### src/rtl/adder64_seq_ctrl_pkg.sv
// Shared definitions for the sequential 64-bit slice adder: default widths
// and the controller state encodings.
package adder64_seq_ctrl_pkg;

  localparam int WIDTH_DEF = 64;
  localparam int SLICE_DEF = 16;

  typedef logic [1:0] state_t;

  localparam state_t ST_IDLE = 2'd0;
  localparam state_t ST_RUN  = 2'd1;
  localparam state_t ST_DONE = 2'd2;

  // A new operation may be accepted in any state other than RUN.
  function automatic logic can_accept(input state_t st);
    return (st != ST_RUN);
  endfunction

endpackage

### src/rtl/adder64_seq_ctrl_add_slice.sv
// Purely combinational SLICE-bit ripple-carry adder. The controller reuses
// this single slice for every SLICE-bit chunk of the full-width operands.
module add_slice #(
  parameter int SLICE = 16
) (
  input  logic [SLICE-1:0] a,
  input  logic [SLICE-1:0] b,
  input  logic             c_in,
  output logic [SLICE-1:0] sum,
  output logic             c_out
);

  logic [SLICE:0] carry;

  // Explicit bit-by-bit ripple so the slice maps onto a plain carry chain.
  always_comb begin
    carry    = '0;
    sum      = '0;
    carry[0] = c_in;
    for (int i = 0; i < SLICE; i++) begin
      sum[i]     = a[i] ^ b[i] ^ carry[i];
      carry[i+1] = (a[i] & b[i]) | (carry[i] & (a[i] ^ b[i]));
    end
    c_out = carry[SLICE];
  end

endmodule

### src/rtl/adder64_seq_ctrl.sv
// Multi-cycle add sequencer: latches operands on start, then walks one
// shared SLICE-bit adder from LSB to MSB, carrying between slices through a
// register, and pulses done with the full-width sum and carry-out.
module adder64_seq_ctrl
  import adder64_seq_ctrl_pkg::*;
#(
  parameter int WIDTH = WIDTH_DEF,
  parameter int SLICE = SLICE_DEF
) (
  input  logic             clk,
  input  logic             rst,
  input  logic             start,
  input  logic [WIDTH-1:0] a,
  input  logic [WIDTH-1:0] b,
  input  logic             c_in,
  output logic             busy,
  output logic             done,
  output logic [WIDTH-1:0] sum,
  output logic             c_out
);

  localparam int NSLICE = WIDTH / SLICE;
  localparam int IDXW   = (NSLICE > 1) ? $clog2(NSLICE) : 1;
  localparam logic [IDXW-1:0] IDX_LAST = IDXW'(NSLICE - 1);

  // A slice width that does not tile the operand would silently drop bits.
  if ((WIDTH % SLICE) != 0) begin : g_bad_slice
    $error("adder64_seq_ctrl: SLICE must divide WIDTH exactly");
  end

  state_t            state_q, state_d;
  logic [IDXW-1:0]   idx_q, idx_d;
  logic              carry_q, carry_d;
  logic [WIDTH-1:0]  a_q, a_d;
  logic [WIDTH-1:0]  b_q, b_d;
  logic [WIDTH-1:0]  sum_q, sum_d;
  logic              c_out_q, c_out_d;

  logic [SLICE-1:0]  slice_a;
  logic [SLICE-1:0]  slice_b;
  logic [SLICE-1:0]  slice_sum;
  logic              slice_cout;

  // Select the operand chunk addressed by the current slice index.
  always_comb begin
    slice_a = a_q[idx_q*SLICE +: SLICE];
    slice_b = b_q[idx_q*SLICE +: SLICE];
  end

  add_slice #(
    .SLICE (SLICE)
  ) u_add_slice (
    .a     (slice_a),
    .b     (slice_b),
    .c_in  (carry_q),
    .sum   (slice_sum),
    .c_out (slice_cout)
  );

  // Next-state logic: accept in IDLE/DONE, step one slice per cycle in RUN.
  always_comb begin
    state_d = state_q;
    idx_d   = idx_q;
    carry_d = carry_q;
    a_d     = a_q;
    b_d     = b_q;
    sum_d   = sum_q;
    c_out_d = c_out_q;

    case (state_q)
      ST_IDLE, ST_DONE: begin
        if (start && can_accept(state_q)) begin
          a_d     = a;
          b_d     = b;
          carry_d = c_in;
          idx_d   = '0;
          sum_d   = '0;
          state_d = ST_RUN;
        end else if (state_q == ST_DONE) begin
          state_d = ST_IDLE;
        end
      end
      ST_RUN: begin
        sum_d[idx_q*SLICE +: SLICE] = slice_sum;
        carry_d = slice_cout;
        if (idx_q == IDX_LAST) begin
          c_out_d = slice_cout;
          idx_d   = '0;
          state_d = ST_DONE;
        end else begin
          idx_d = idx_q + IDXW'(1);
        end
      end
      default: begin
        state_d = ST_IDLE;
      end
    endcase
  end

  // State registers; reset discards any in-flight operation.
  always_ff @(posedge clk) begin
    if (rst) begin
      state_q <= ST_IDLE;
      idx_q   <= '0;
      carry_q <= 1'b0;
      a_q     <= '0;
      b_q     <= '0;
      sum_q   <= '0;
      c_out_q <= 1'b0;
    end else begin
      state_q <= state_d;
      idx_q   <= idx_d;
      carry_q <= carry_d;
      a_q     <= a_d;
      b_q     <= b_d;
      sum_q   <= sum_d;
      c_out_q <= c_out_d;
    end
  end

  // Status outputs decode straight from the registered state.
  always_comb begin
    busy  = (state_q == ST_RUN);
    done  = (state_q == ST_DONE);
    sum   = sum_q;
    c_out = c_out_q;
  end

endmodule

### config.mk
export PLATFORM = sky130hd
export DESIGN_NAME = adder64_seq_ctrl
export DESIGN_NICKNAME = d
export VERILOG_FILES = /design/src/rtl/adder64_seq_ctrl_pkg.sv /design/src/rtl/adder64_seq_ctrl_add_slice.sv /design/src/rtl/adder64_seq_ctrl.sv
export SDC_FILE = /design/constraint.sdc
export NUM_CORES = 1
export LEC_CHECK = 0
export ABC_AREA = 1
export CAP_MARGIN = 10
export CORE_UTILIZATION = 55
export DETAILED_ROUTE_END_ITERATION = 6
export GPL_TIMING_DRIVEN = 0
export MAX_ROUTING_LAYER = met4
export PLACE_DENSITY_LB_ADDON = 0.1
export SLEW_MARGIN = 30
export SYNTH_ARGS = -nofsm -noshare
export SYNTH_HDL_FRONTEND = slang
export SYNTH_HIERARCHICAL = 1
export SYNTH_SLANG_ARGS = --single-unit
### constraint.sdc
create_clock -name clk -period 14.4 [get_ports clk]
set_input_delay 2.16 -clock clk [delete_from_list [all_inputs] [get_ports clk]]
set_output_delay 2.16 -clock clk [all_outputs]
set_load 0.03 [all_outputs]
-- Word-level counts from Yosys, hierarchy flattened
Cells that the tools add are included.
W data, S select, Z words.
- shift operators: 4
- reduce and logical (&&, ||, !) cells: 8
- multiplexer cells: 12
- add/sub/neg operators: 2
- bitwise logic cells: 80
- eq/ne operators: 7
- operators with widths (operator ; count):
    $pmux W64 S2 ; 1
    $shiftx A64 B7 Y16 ; 2
    $bwmux W64 ; 1
    $mux W64 ; 1
    $shift A16 B34 Y64 const A ; 1
    $shiftx A16 B34 Y64 ; 1
    $neg A6 Y34 ; 1
    $and A1 B1 Y1 ; 32
    $xor A1 B1 Y1 ; 32
    $or A1 B1 Y1 ; 16
    $mux W2 ; 5
    $pmux W2 S2 ; 2
    $reduce_and A2 Y1 ; 4
    $eq A2 B2 Y1 const B ; 2
    $ne A2 B1 Y1 const B ; 2
    $ne A3 B3 Y1 const B ; 1
    $add A2 B1 Y2 const B ; 1
    $eq A2 B1 Y1 const B ; 1
    $logic_not A2 Y1 ; 1
    $ne A2 B2 Y1 const B ; 1
    $pmux W1 S2 ; 1
    $reduce_bool A2 Y1 ; 1
    $reduce_or A2 Y1 ; 1
    $logic_and A1 B1 Y1 ; 1
    $mux W1 ; 1
- input port bits: 132
- logic and storage cells: 120
- flip-flop bits (word level): 198

-- Longest topological paths before layout
- word-level depth: 36
- depth in mapped cells: 31
- mapped depth without buffers: 29

-- By module
Netlist, hierarchy kept.
- modules (own cells, without submodules) (module ; instances ; cells each ; sequential area each (um^2) ; area an instance (um^2)):
    adder64_seq_ctrl ; 1 ; 1160 ; 3963.8 ; 8525.7
    add_slice ; 1 ; 26 ; 0.0 ; 357.8

-- Worst setup path after synthesis
OpenSTA, ideal clock, no wires.
- path type: reg2reg
- start point: register idx_q[0]
- end point: register sum_q[31], in the netlist sum[31]
- required time: 14.336 ns
- setup slack: 6.797 ns
- cell stages (with the launch flop): 32
- data arrival time: 7.539 ns
- clock period less this slack: 7.603 ns
- setup time: 0.064 ns
- cell sequence: dfxtp_1 inv_1 buf_2 clkbuf_1 o21ai_0 o22ai_1 fa_1 inv_1 fa_1 inv_1 fa_1 fa_1 fa_1 fa_1 fa_1 fa_1 fa_1 fa_1 fa_1 fa_1 fa_1 fa_1 fa_1 inv_1 fa_1 inv_1 inv_1 nor2_1 nand2_1 nor2_1 nor2_1 nor2_1
- word-level cells in the longest chain between the ends: 36
- RTL lines (element ; line ; text):
    start: declaration ; adder64_seq_ctrl.sv:32 ; logic [IDXW-1:0] idx_q, idx_d;
    start signal: assignment ; adder64_seq_ctrl.sv:112 ; idx_q <= idx_d;
    $shiftx A64 B7 Y16 (*) ; adder64_seq_ctrl.sv:46 ; slice_a = a_q[idx_q*SLICE +: SLICE];
    via slice_a[0] ; adder64_seq_ctrl.sv:39 ; logic [SLICE-1:0] slice_a;
    $xor A1 B1 Y1 ; adder64_seq_ctrl_add_slice.sv:22 ; carry[i+1] = (a[i] & b[i]) | (carry[i] & (a[i] ^ b[i]));
    $and A1 B1 Y1 ; adder64_seq_ctrl_add_slice.sv:22 ;
    $or A1 B1 Y1 (*) ; adder64_seq_ctrl_add_slice.sv:22 ;
    $and A1 B1 Y1 (*) ; adder64_seq_ctrl_add_slice.sv:22 ;
    $or A1 B1 Y1 (*) ; adder64_seq_ctrl_add_slice.sv:22 ;
    $and A1 B1 Y1 (*) ; adder64_seq_ctrl_add_slice.sv:22 ;
    [22 not listed] ; n/a ;
    $or A1 B1 Y1 (*) ; adder64_seq_ctrl_add_slice.sv:22 ;
    $and A1 B1 Y1 (*) ; adder64_seq_ctrl_add_slice.sv:22 ;
    $or A1 B1 Y1 (*) ; adder64_seq_ctrl_add_slice.sv:22 ;
    $xor A1 B1 Y1 (*) ; adder64_seq_ctrl_add_slice.sv:21 ; sum[i] = a[i] ^ b[i] ^ carry[i];
    via slice_sum[15] ; adder64_seq_ctrl.sv:41 ; logic [SLICE-1:0] slice_sum;
    $shiftx A16 B34 Y64 (*) ; adder64_seq_ctrl.sv:84 ; sum_d[idx_q*SLICE +: SLICE] = slice_sum;
    $bwmux W64 (*) ; adder64_seq_ctrl.sv:84 ;
    $pmux W64 S2 (*) ; adder64_seq_ctrl.sv:70 ; case (state_q)
    end signal: assignment ; adder64_seq_ctrl.sv:116 ; sum_q <= sum_d;
    end: declaration ; adder64_seq_ctrl.sv:36 ; logic [WIDTH-1:0] sum_q, sum_d;
Mark *: on every way through the listed nets, which the timed path passes. The rest lies on a longest branch.
A chain may end at the register's enable or synchronous reset.

-- Worst setup path in the final report
Ends and elaborated chain as after synthesis.

==> flow_summary.json <==
{
  "slew_violations": 0,
  "cp_data_arrival_time_ns": 9.17,
  "grt_pass1_wl_mm": 42.0,
  "cp-start-kind": "flop",
  "grt_antenna_before_repair": 0,
  "syn_to_final_growth_pct": 32.7,
  "cts_buffers": 17,
  "vias": 8924,
  "cts.sink_count": 198,
  "totalWireLength_mm": 27.1,
  "gr-total-overflow": 0,
  "drv_cap": 0,
  "initial_core_util_pct": 56.1,
  "seq_area_frac_synth_pct": 44.6,
  "ir_drop_mv": 0.0924,
  "die_x_um": 129,
  "crit_slowest_cell": "dfxtp_1",
  "r2r_start": "idx_q[0]$_SDFFE_PP0P_",
  "min_path_cells": 2,
  "place_inst": 1599,
  "syn_inst": 1186,
  "dp_hpwl_mm": 20.7,
  "htreeDepth": 4,
  "coreArea_mm2": 0.0158,
  "rsz0062_at_grt": "no",
  "finalSetupTns_ns": 0,
  "min_path_type": "reg -> reg",
  "utilization_pct": 74.5,
  "grt_pass1_vias": 8214,
  "clkTransAtPathRegs_ns": 0.07,
  "slowest_delay_ns": 0.48,
  "drive_above_1_share_pct": 8.49,
  "final_nets": 1556,
  "status": "complete, no violations",
  "post_drt_wl_per_cell_um": 16.6,
  "p_per_area_mw_per_mm2": 122,
  "cp-end-kind": "flop",
  "post-route-min-period_ns": 8.79,
  "tightestPinTransition_ns": 0.669,
  "fin_skew_ns": 0.0112,
  "cts-root-buf": "clkbuf_16",
  "syn-cell-area_mm2": 0.00888,
  "drtIter0Drc": 881,
  "reg2reg_depth": 31,
  "io_buffers": 197,
  "n_antenna_cell": 0,
  "placed_cell_area_mm2": 0.0111,
  "antenna_left": 0,
  "cts_buffer_depth": 2,
  "crit_required_ns": 14.78,
  "r2r_end": "sum[31]$_SDFFE_PP0P_",
  "ys_types": 28,
  "ys_warn_count": 6,
  "power.leakage_nw": 4.59,
  "stdcell_area_mm2": 0.0118,
  "ios": 199,
  "clock.fmax_mhz": 114,
  "finalWeightedCongestion": 0.965,
  "stdcell_count": 1630,
  "crit_top_cell": "fa_1",
  "crit_start": "idx_q[0]$_SDFFE_PP0P_",
  "grt_use_total_pct": 34.6,
  "cts.repair.resized": 0,
  "clock_latency_ns": 0.44,
  "drt_pass1_iterations": 6,
  "cts_hold_buf": 0,
  "routed_via_density": 5.47,
  "cp-endpoint": "sum[31]$_SDFFE_PP0P_",
  "cp_max_fo": 10,
  "finalSetupViolations": 0,
  "die_area_mm2": 0.0167,
  "post_cts_buffers": 0,
  "die_h_um": 129,
  "slew_headroom_pct": 55.4,
  "regToRegSetupSlack_ns": 5.61,
  "grt_max_degree": 17,
  "fp-row-count": 46,
  "syn-num-nets": 1340,
  "finalHoldViolCount": 0,
  "fin_crit_sh_pct": 61.0,
  "syn_area_per_cell_um2": 7.49,
  "total_power_mw": 1.44,
  "critPathKind": "reg -> reg",
  "cts_tree": "done",
  "ys_seq_elements": 198,
  "drc": 0
}
## power breakdown
group          internal [mW]  switching (mW)  leakage (nW)
Sequential             0.585          0.0223          1.63
Clock                  0.322           0.208         0.323
Combinational          0.121           0.181          2.64
Total                   1.03           0.412          4.59
## cell type report
type | instances | area [um2]
inverter | 37 | 144
timing repair buffer | 197 | 1970
clock buffer | 20 | 467
clock inverter | 11 | 194
multi-input combinational | 860 | 4210
tap | 216 | 270
fill | 1294 | 4040
sequential | 198 | 3960
buffer | 91 | 562
## metrics by stage
| stage | hold slack (ns) | setup slack (ns) |
|---|---|---|
| after floorplan | 0.449 | 6.80 |
| after global placement | 0.458 | 5.96 |
| after detailed placement | 0.467 | 5.82 |
| after CTS | 0.481 | 5.79 |
| after global routing | 0.500 | 5.31 |
| final | 0.481 | 5.61 |
## how the worst min path moves through the flow
| stage | from | to | slack [ns] |
|---|---|---|---|
| after floorplan | b_q[32]$_SDFFE_PP0P_ | b_q[32]$_SDFFE_PP0P_ | 0.45 |
| after global placement | a_q[24]$_SDFFE_PP0P_ | a_q[24]$_SDFFE_PP0P_ | 0.46 |
| after detailed placement | b_q[45]$_SDFFE_PP0P_ | b_q[45]$_SDFFE_PP0P_ | 0.47 |
| after CTS | b_q[45]$_SDFFE_PP0P_ | b_q[45]$_SDFFE_PP0P_ | 0.48 |
| after global routing | a_q[18]$_SDFFE_PP0P_ | a_q[18]$_SDFFE_PP0P_ | 0.50 |
| final | b_q[40]$_SDFFE_PP0P_ | b_q[40]$_SDFFE_PP0P_ | 0.48 |
## kinds of logic after synthesis
family          count (synthesis)  synth area share (%)
fa+ha+maj                      22                  4.45
simple gates                  555                  26.2
buf+inv                       128                  7.94
compound gates                283                  16.8
flops                         198                  44.6
## sequential cells by signal, indices dropped and copies added (netlist names)
| name | count |
|---|---|
| c_out | 1 |
| a_q | 64 |
| sum | 64 |
| state_q | 2 |
| carry_q | 1 |
| idx_q | 2 |
| b_q | 64 |
## synth_stat cells, drive strengths merged
| master | count | share of area (%) |
|---|---|---|
| o21ai | 192 | 11 |
| nand3b | 9 | 0.76 |
| nand2 | 99 | 4.6 |
| a21oi | 59 | 3.7 |
| ha | 6 | 0.85 |
| nand4 | 1 | 0.070 |
| nand3 | 65 | 4.2 |
| inv | 37 | 1.6 |
| clkbuf | 38 | 1.6 |
| and2 | 1 | 0.070 |
| dfxtp | 198 | 45 |
| buf | 53 | 4.7 |
| nor2 | 380 | 16 |
| fa | 16 | 3.6 |
| o22ai | 32 | 2.3 |
## critical path: cells and delay by family, from the launching register on
family	cells	cell delay, ns
fa+ha+maj	16	6.15
flops	1	0.48
simple gates	5	0.59
buf+inv	8	1.11
compound gates	2	0.39
## routing by layer
metal	track usage (%)	up-vias	routed length [um]
met3	6.40	81	2140
met5	-	-	0
met2	56.1	440	12800
met1	42.3	4109	11100
li1	-	4294	-
met4	15.2	0	1020
## layout by cell type (no fill, tap or decap)
cell / synthesis / layout
buf_6: 22 / 22
clkbuf_1: 37 / 37
a21oi_2: 10 / 10
nand3_4: 4 / 4
nor2_4: 3 / 3
nor2_1: 374 / 374
inv_1: 31 / 31
nor2_2: 3 / 3
nand3b_1: 9 / 9
clkinv_4: 0 / 1
buf_4: 3 / 3
nand4_1: 1 / 1
o22ai_1: 32 / 32
ha_1: 6 / 6
fa_1: 16 / 16
inv_6: 0 / 2
buf_2: 25 / 25
bufinv_16: 0 / 5
o21ai_0: 192 / 192
clkbuf_2: 1 / 1
buf_1: 2 / 2
clkdlybuf4s50_1: 0 / 197
and2_0: 1 / 1
inv_4: 2 / 2
inv_2: 4 / 4
clkbuf_8: 0 / 3
nand3_1: 61 / 61
a21oi_1: 49 / 49
clkinvlp_4: 0 / 1
clkbuf_16: 0 / 17
nand2_8: 1 / 1
clkinv_2: 0 / 2
nand2_1: 88 / 88
nand2_2: 10 / 10
dfxtp_1: 198 / 198
buf_8: 1 / 1
Power figures use the tool's default switching activity.
